==> src/rtl/sys_arr_pkg.sv <==
// sys_arr_pkg: shared sizing, drain length and drain FSM states for the systolic array input controller
package sys_arr_pkg;

    // Array dimension (number of row FIFOs) and element width
    localparam int N  = 4;
    localparam int DW = 8;

    // A skewed drain of one N x N matrix spans 2N-1 cycles
    localparam int DRAIN_LEN = 2 * N - 1;

    // Counter widths: drain step counter and row load counter
    localparam int TW = $clog2(DRAIN_LEN);
    localparam int RW = $clog2(N);

    typedef enum logic {
        IDLE  = 1'b0,
        DRAIN = 1'b1
    } drain_state_t;

endpackage

==> src/rtl/sysarr_skew_gen.sv <==
// sysarr_skew_gen: diagonal skew decode, row r shifts while r <= t <= r+N-1 during a drain
module sysarr_skew_gen
    import sys_arr_pkg::*;
(
    input  logic          active,
    input  logic [TW-1:0] t,
    output logic [N-1:0]  shift
);

    // t - r wraps to a value >= N whenever t < r, because 2^TW >= 2N-1,
    // so a single unsigned compare covers both window bounds.
    for (genvar r = 0; r < N; r++) begin : g_row
        logic [TW-1:0] d;
        assign d        = t - TW'(r);
        assign shift[r] = active && (d < TW'(N));
    end

endmodule

==> src/rtl/sysarr_fifo_ctrl.sv <==
// sysarr_fifo_ctrl: loads matrix rows into N row FIFOs and drains buffered matrices into the array with diagonal skew
module sysarr_fifo_ctrl
    import sys_arr_pkg::*;
(
    input  logic            clk,
    input  logic            nRST,
    input  logic            in_valid,
    output logic            in_ready,
    input  logic [DW*N-1:0] in_data,
    input  logic            arr_ready,
    output logic [N-1:0]    fifo_load,
    output logic [DW*N-1:0] fifo_load_values,
    output logic [N-1:0]    fifo_shift,
    output logic            drain_done,
    output logic            busy
);

    drain_state_t  state;
    logic [TW-1:0] t;
    logic [RW-1:0] ld_row;
    logic [1:0]    full_cnt;
    logic          draining;
    logic          last_t;
    logic          xfer;
    logic          wrap;
    logic          start;
    logic [2:0]    committed;

    // Handshake, slot accounting and drain-start decision; start only looks at
    // matrices already complete, so a row finishing this cycle waits for a later one
    always_comb begin
        draining  = state == DRAIN;
        last_t    = draining && t == TW'(DRAIN_LEN - 1);
        committed = {1'b0, full_cnt} + {2'b0, draining};
        in_ready  = ld_row != '0 || committed < 3'd2;
        xfer      = in_valid && in_ready;
        wrap      = xfer && ld_row == RW'(N - 1);
        start     = full_cnt != 2'd0 && arr_ready && (!draining || last_t);
        fifo_load = xfer ? N'(1) << ld_row : '0;
        busy      = draining || full_cnt != 2'd0 || ld_row != '0;
    end

    assign fifo_load_values = in_data;

    // Drain FSM: t walks 0..2N-2, re-entering DRAIN directly when another matrix is ready
    always_ff @(posedge clk or negedge nRST) begin
        if (!nRST) begin
            state      <= IDLE;
            t          <= '0;
            drain_done <= 1'b0;
        end else begin
            drain_done <= draining && t == TW'(DRAIN_LEN - 2);
            if (start) begin
                state <= DRAIN;
                t     <= '0;
            end else if (last_t) begin
                state <= IDLE;
                t     <= '0;
            end else if (draining) begin
                t <= t + TW'(1);
            end
        end
    end

    // Row counter and count of complete matrices waiting; a simultaneous wrap and start cancel
    always_ff @(posedge clk or negedge nRST) begin
        if (!nRST) begin
            ld_row   <= '0;
            full_cnt <= 2'd0;
        end else begin
            if (xfer)
                ld_row <= wrap ? '0 : ld_row + RW'(1);
            full_cnt <= full_cnt + {1'b0, wrap} - {1'b0, start};
        end
    end

    sysarr_skew_gen u_skew (
        .active (draining),
        .t      (t),
        .shift  (fifo_shift)
    );

endmodule

==> config.mk <==
export PLATFORM = sky130hd
export DESIGN_NAME = sysarr_fifo_ctrl
export DESIGN_NICKNAME = d
export VERILOG_FILES = /design/src/rtl/sys_arr_pkg.sv /design/src/rtl/sysarr_skew_gen.sv /design/src/rtl/sysarr_fifo_ctrl.sv
export SDC_FILE = /design/constraint.sdc
export NUM_CORES = 1
export LEC_CHECK = 0
export CORE_MARGIN = 10
export CORE_UTILIZATION = 30
export CTS_BUF_LIST = sky130_fd_sc_hd__clkbuf_8
export CTS_CLUSTER_DIAMETER = 100
export DETAILED_ROUTE_END_ITERATION = 16
export DONT_BUFFER_PORTS = 1
export PLACE_DENSITY = 0.53
export SLEW_MARGIN = 20
export SYNTH_ARGS = -nofsm -noshare
export SYNTH_HDL_FRONTEND = slang
export SYNTH_SLANG_ARGS = --single-unit
==> constraint.sdc <==
create_clock -name clk -period 4.9 [get_ports clk]
set_input_delay 0.98 -clock clk [delete_from_list [all_inputs] [get_ports clk]]
set_output_delay 0.98 -clock clk [all_outputs]
set_load 0.01 [all_outputs]
==> Yosys cells after proc, flatten, opt, wreduce, memory -nomap -nowiden <==
Cells that the tools add are included.
Widths: inputs -> output; s select.
{ "totals": {"reg_bits": 9, "out_inout_bits": 43, "in_bits": 36} }
{ "op_classes": {"n_lt_le_gt_ge": 5, "eq_ne": 3, "mux": 7, "addsub": 8, "n_reduce_logical": 19, "shifts": 1} }
{ "op_table": {"columns": ["operator", "n"], "rows": [
  ["$lt 3x3->1 const B", 4],
  ["$logic_and 1x1->1", 10],
  ["$mux 3", 3],
  ["$eq 3x3->1 const B", 2],
  ["$reduce_bool 2->1", 3],
  ["$sub 3x2->3 const B", 2],
  ["$logic_or 1x1->1", 4],
  ["$mux 4", 1],
  ["$shl 1x2->4 const A", 1],
  ["$add 2x1->3", 1],
  ["$add 3x1->3 const B", 1],
  ["$lt 3x2->1 const B", 1],
  ["$reduce_bool 3->1", 1],
  ["$sub 3x1->3 const B", 1],
  ["$add 2x1->2", 1],
  ["$add 2x1->2 const B", 1],
  ["$eq 2x2->1 const B", 1],
  ["$mux 1", 2],
  ["$mux 2", 1],
  ["$sub 2x1->2", 1],
  ["$logic_not 1->1", 1]
]} }

==> Logic depth before layout (Yosys ltp) <==
{ "logic_depth": {"word_depth": 7, "ltp_mapped": 9} }

==> Hierarchy <==
A second synthesis with hierarchy kept.
{ "unflattened": {"hier_cells": 95, "hier_area_um2": 879.6} }
{ "modules_own_cells": {"columns": ["module", "area_per_inst_um2", "cells_per_inst", "n_inst"], "rows": [
  ["sysarr_fifo_ctrl", 823.3, 86, 1],
  ["sysarr_skew_gen", 56.3, 9, 1]
]} }

==> Worst setup path after synthesis <==
Ideal clock, no wire load.
{ "synth_timing": {"path_type": "input-to-output", "from": "input port in_valid", "to": "output port fifo_load[1]", "t_arrival_ns": 1.350, "n_path_buf": 0, "path_stages": 2, "path_slack_ns": 2.570, "cell_sequence": "a21boi_2 > and2_1"} }
{ "synth_between": {"elab_chain_len": 2} }
{ "synth_rtl": {"columns": ["element", "line", "text"], "rows": [
  ["start: declaration", "sysarr_fifo_ctrl.sv:7", "input logic in_valid,"],
  ["$logic_and 1x1->1", "sysarr_fifo_ctrl.sv:36", "xfer = in_valid && in_ready;"],
  ["$mux 4", "sysarr_fifo_ctrl.sv:39", "fifo_load = xfer ? N'(1) << ld_row : '0;"],
  ["end: declaration", "sysarr_fifo_ctrl.sv:11", "output logic [N-1:0] fifo_load,"]
]} }
No other way between the ends.

==> Final worst setup path <==
{ "layout_timing": {"from": "register ld_row[0]", "to": "output port busy"} }
{ "layout_between": {"elab_chain_len": 2} }
{ "layout_rtl": {"columns": ["element", "line", "text"], "rows": [
  ["start: declaration", "sysarr_fifo_ctrl.sv:20", "logic [RW-1:0] ld_row;"],
  ["start signal: assignment", "sysarr_fifo_ctrl.sv:72", "ld_row <= wrap ? '0 : ld_row + RW'(1);"],
  ["$reduce_bool 2->1", "sysarr_fifo_ctrl.sv:40", "busy = draining || full_cnt != 2'd0 || ld_row != '0;"],
  ["$logic_or 1x1->1", "sysarr_fifo_ctrl.sv:40", null],
  ["end: declaration", "sysarr_fifo_ctrl.sv:15", "output logic busy"]
]} }
No other way between the ends.

==> summary.txt <==
DP Wirelength: 1.32 mm
CP Data Arrival Time: 1.72 ns
die width: 74.6 um
area delta synth->final: -18.7%
WHS: 0.435 ns
most frequent cells in the layout: ha_1 (9), dfrtp_1 (9), nand2_1 (6)
post-synthesis cell count: 98
fmax: 0.370 GHz
ANT cells: 0
total CTS buffers: 3
final WL: 1.68 mm
Power Dens Cells: 722 nW/um^2
Pleak: 0.347 nW
Cell variety after synth: 32
uppermost layer routed: met4
Slew HR: 73.7%
Setup TNS: 0 ns
Max-Cap Viols: 0
fillers: 315
maximum level of the CTS H-tree: 1
wl on met1: 724 um
unrepaired setup endpoints after global routing: false
Die H: 74.6 um
CP startpoint kind: register
first-pass GRT wire length: 2.82 mm
#FFs+latches synth: 9
synthesized area: 895 sq um
num rows: 19
number of global-route vias before repair: 527
met3 WL: 265 um
initial core utilization: 31.9%
Final ANT Viol Nets: 0
Clock Skew: 0.00222 ns
pin count of the biggest net entering global routing: 16
GRT overflow: 0
CP Class: register to primary output
min Tclk post-route: 2.70 ns
CTS tree: yes
Worst-Margin Slew: 0.395 ns
Final setup viols: 0
share of layout cells above drive strength 1: 11.8%
class of the worst hold path: primary input to asynchronous set/reset pin
Ys Warns: 0
DRC violations left: 0
CP endpoint kind: primary output
initial antenna violation count: 0
drt wl/cell: 17.0 um
status: complete, no violations
post-synthesis average cell area: 9.13 sq um
Clock Latency Late Sink: 0.24 ns
post-CTS setup buffers: 0
Post-layout nets: 114
r2r startpoint: draining
VDD IR-drop max: 0.191 mV
CTS resizes: 0
Post-Syn Nets: 143
final period utilization: 55.2%
clk slew on worst S/H paths: 0.05 ns
GPL Wtd Cong: 0.693
buffer depth of the longest clock path: 2
worst path required time: 3.92 ns
Crit. Startpoint: ld_row[0]
Total Routing Usage GR: 6.68%
hold buffers post-CTS: 0
Core ar.: 2810 sq um
Port Buffers: 0
CTS root buffer: clkbuf_8
die area: 5570 sq um
post-synthesis sequential area ratio: 25.2%
Via Count: 492
Num Clock Sinks: 9
fin. max-slew vios: 0
Met2 Wirelength: 627 um
Initial DRC Count: 7
DRT Pass-1 Iters: 4
final hold vios: 0
I/O pin total: 79
CP Max Fanout: 5
via/cell ratio: 4.97
-- path summary, 6_finish.rpt --
path                       slack (ns)  cells after the start          end
setup / recovery                 2.20                      4         busy
hold / removal                   0.43                      0    ld_row[1]
setup reg to reg                 2.71                      7  full_cnt[1]
min in group clk                 0.56                      1    ld_row[1]
hold reg to reg                  0.56                      1    ld_row[1]
max in group asynchronous        4.40                      0    ld_row[0]
-- cells by family (layout without fill, tap and decap cells) --
logic type | Yosys count | after routing | synth area share, %
AO/OA/AOI/OAI | 15 | 15 | 13.3
XOR/XNOR | 5 | 5 | 4.90
adder cells (fa/ha/maj) | 9 | 9 | 12.6
buffers and inverters | 39 | 9 | 30.2
flip-flops | 9 | 9 | 25.2
multiplexers | 2 | 2 | 2.52
AND/OR/NAND/NOR | 19 | 19 | 11.3
-- stage by stage --
step	instances	util [%]	worst slack (ns)	power, W	cell area [sq um]
after detailed placement	95	24.3	2.45	0.000443	682
after global placement	95	24.3	2.45	0.000433	682
after floorplan	98	-	2.57	0.000414	895
final	99	25.9	2.20	0.000525	727
after CTS	99	25.9	2.18	0.000534	727
after global routing	99	25.9	2.06	0.000584	727
-- worst max-delay path, cell delays in order, from the launching register on --
cell,delay [ns]
dfrtp_1,0.42
inv_1,0.10
ha_1,0.29
inv_2,0.05
or4_1,0.63
-- report_power, final --
group          internal [W]  switching (W)  leakage, nW
clock network     0.0000550      0.0000340       0.0269
logic              0.000118       0.000148        0.213
registers          0.000111      0.0000583        0.107
total              0.000285       0.000240        0.347
-- per-layer routing --
layer	GRT usage [%]	vias up
met5	0	-
met4	3.99	0
met3	4.79	10
met2	8.45	25
met1	7.87	229
li1	-	228
-- final cells by class --
type,instances,area [sq um],share of cell area [%]
Clock buffer,3,41.3,5.68
Sequential cell,9,225,31.0
Multi-Input combinational cell,50,399,54.9
Inverter,5,18.8,2.58
Tap cell,31,38.8,5.34
Clock inverter,1,3.75,0.516
-- synth_stat cells (all sizes together) --
| cell | n | area [sq um] |
|---|---|---|
| a21bo | 1 | 10.0 |
| a21boi | 2 | 18.8 |
| a21o | 1 | 8.76 |
| a21oi | 2 | 13.8 |
| a22o | 1 | 8.76 |
| and2 | 5 | 31.3 |
| and3 | 2 | 12.5 |
| buf | 33 | 248 |
| clkbuf | 1 | 3.75 |
| dfrtp | 9 | 225 |
| ha | 9 | 113 |
| inv | 5 | 18.8 |
| mux2 | 2 | 22.5 |
| nand2 | 6 | 22.5 |
| nand2b | 1 | 6.26 |
| nand3 | 1 | 5.00 |
| nor2 | 1 | 3.75 |
| nor2b | 1 | 6.26 |
| o2111ai | 1 | 8.76 |
| o211a | 1 | 10.0 |
| o21a | 1 | 8.76 |
| o21ai | 2 | 10.0 |
| o22ai | 1 | 6.26 |
| o31ai | 2 | 15.0 |
| or3 | 1 | 6.26 |
| or4 | 1 | 7.51 |
| xnor2 | 3 | 26.3 |
| xor2 | 2 | 17.5 |
-- state kept, by name (all words and copies together), names as in the netlist --
| register | cells |
|---|---|
| t | 3 |
| ld_row | 2 |
| draining | 1 |
| drain_done | 1 |
| full_cnt | 2 |
Note: power is estimated with default switching activity, not from simulation.
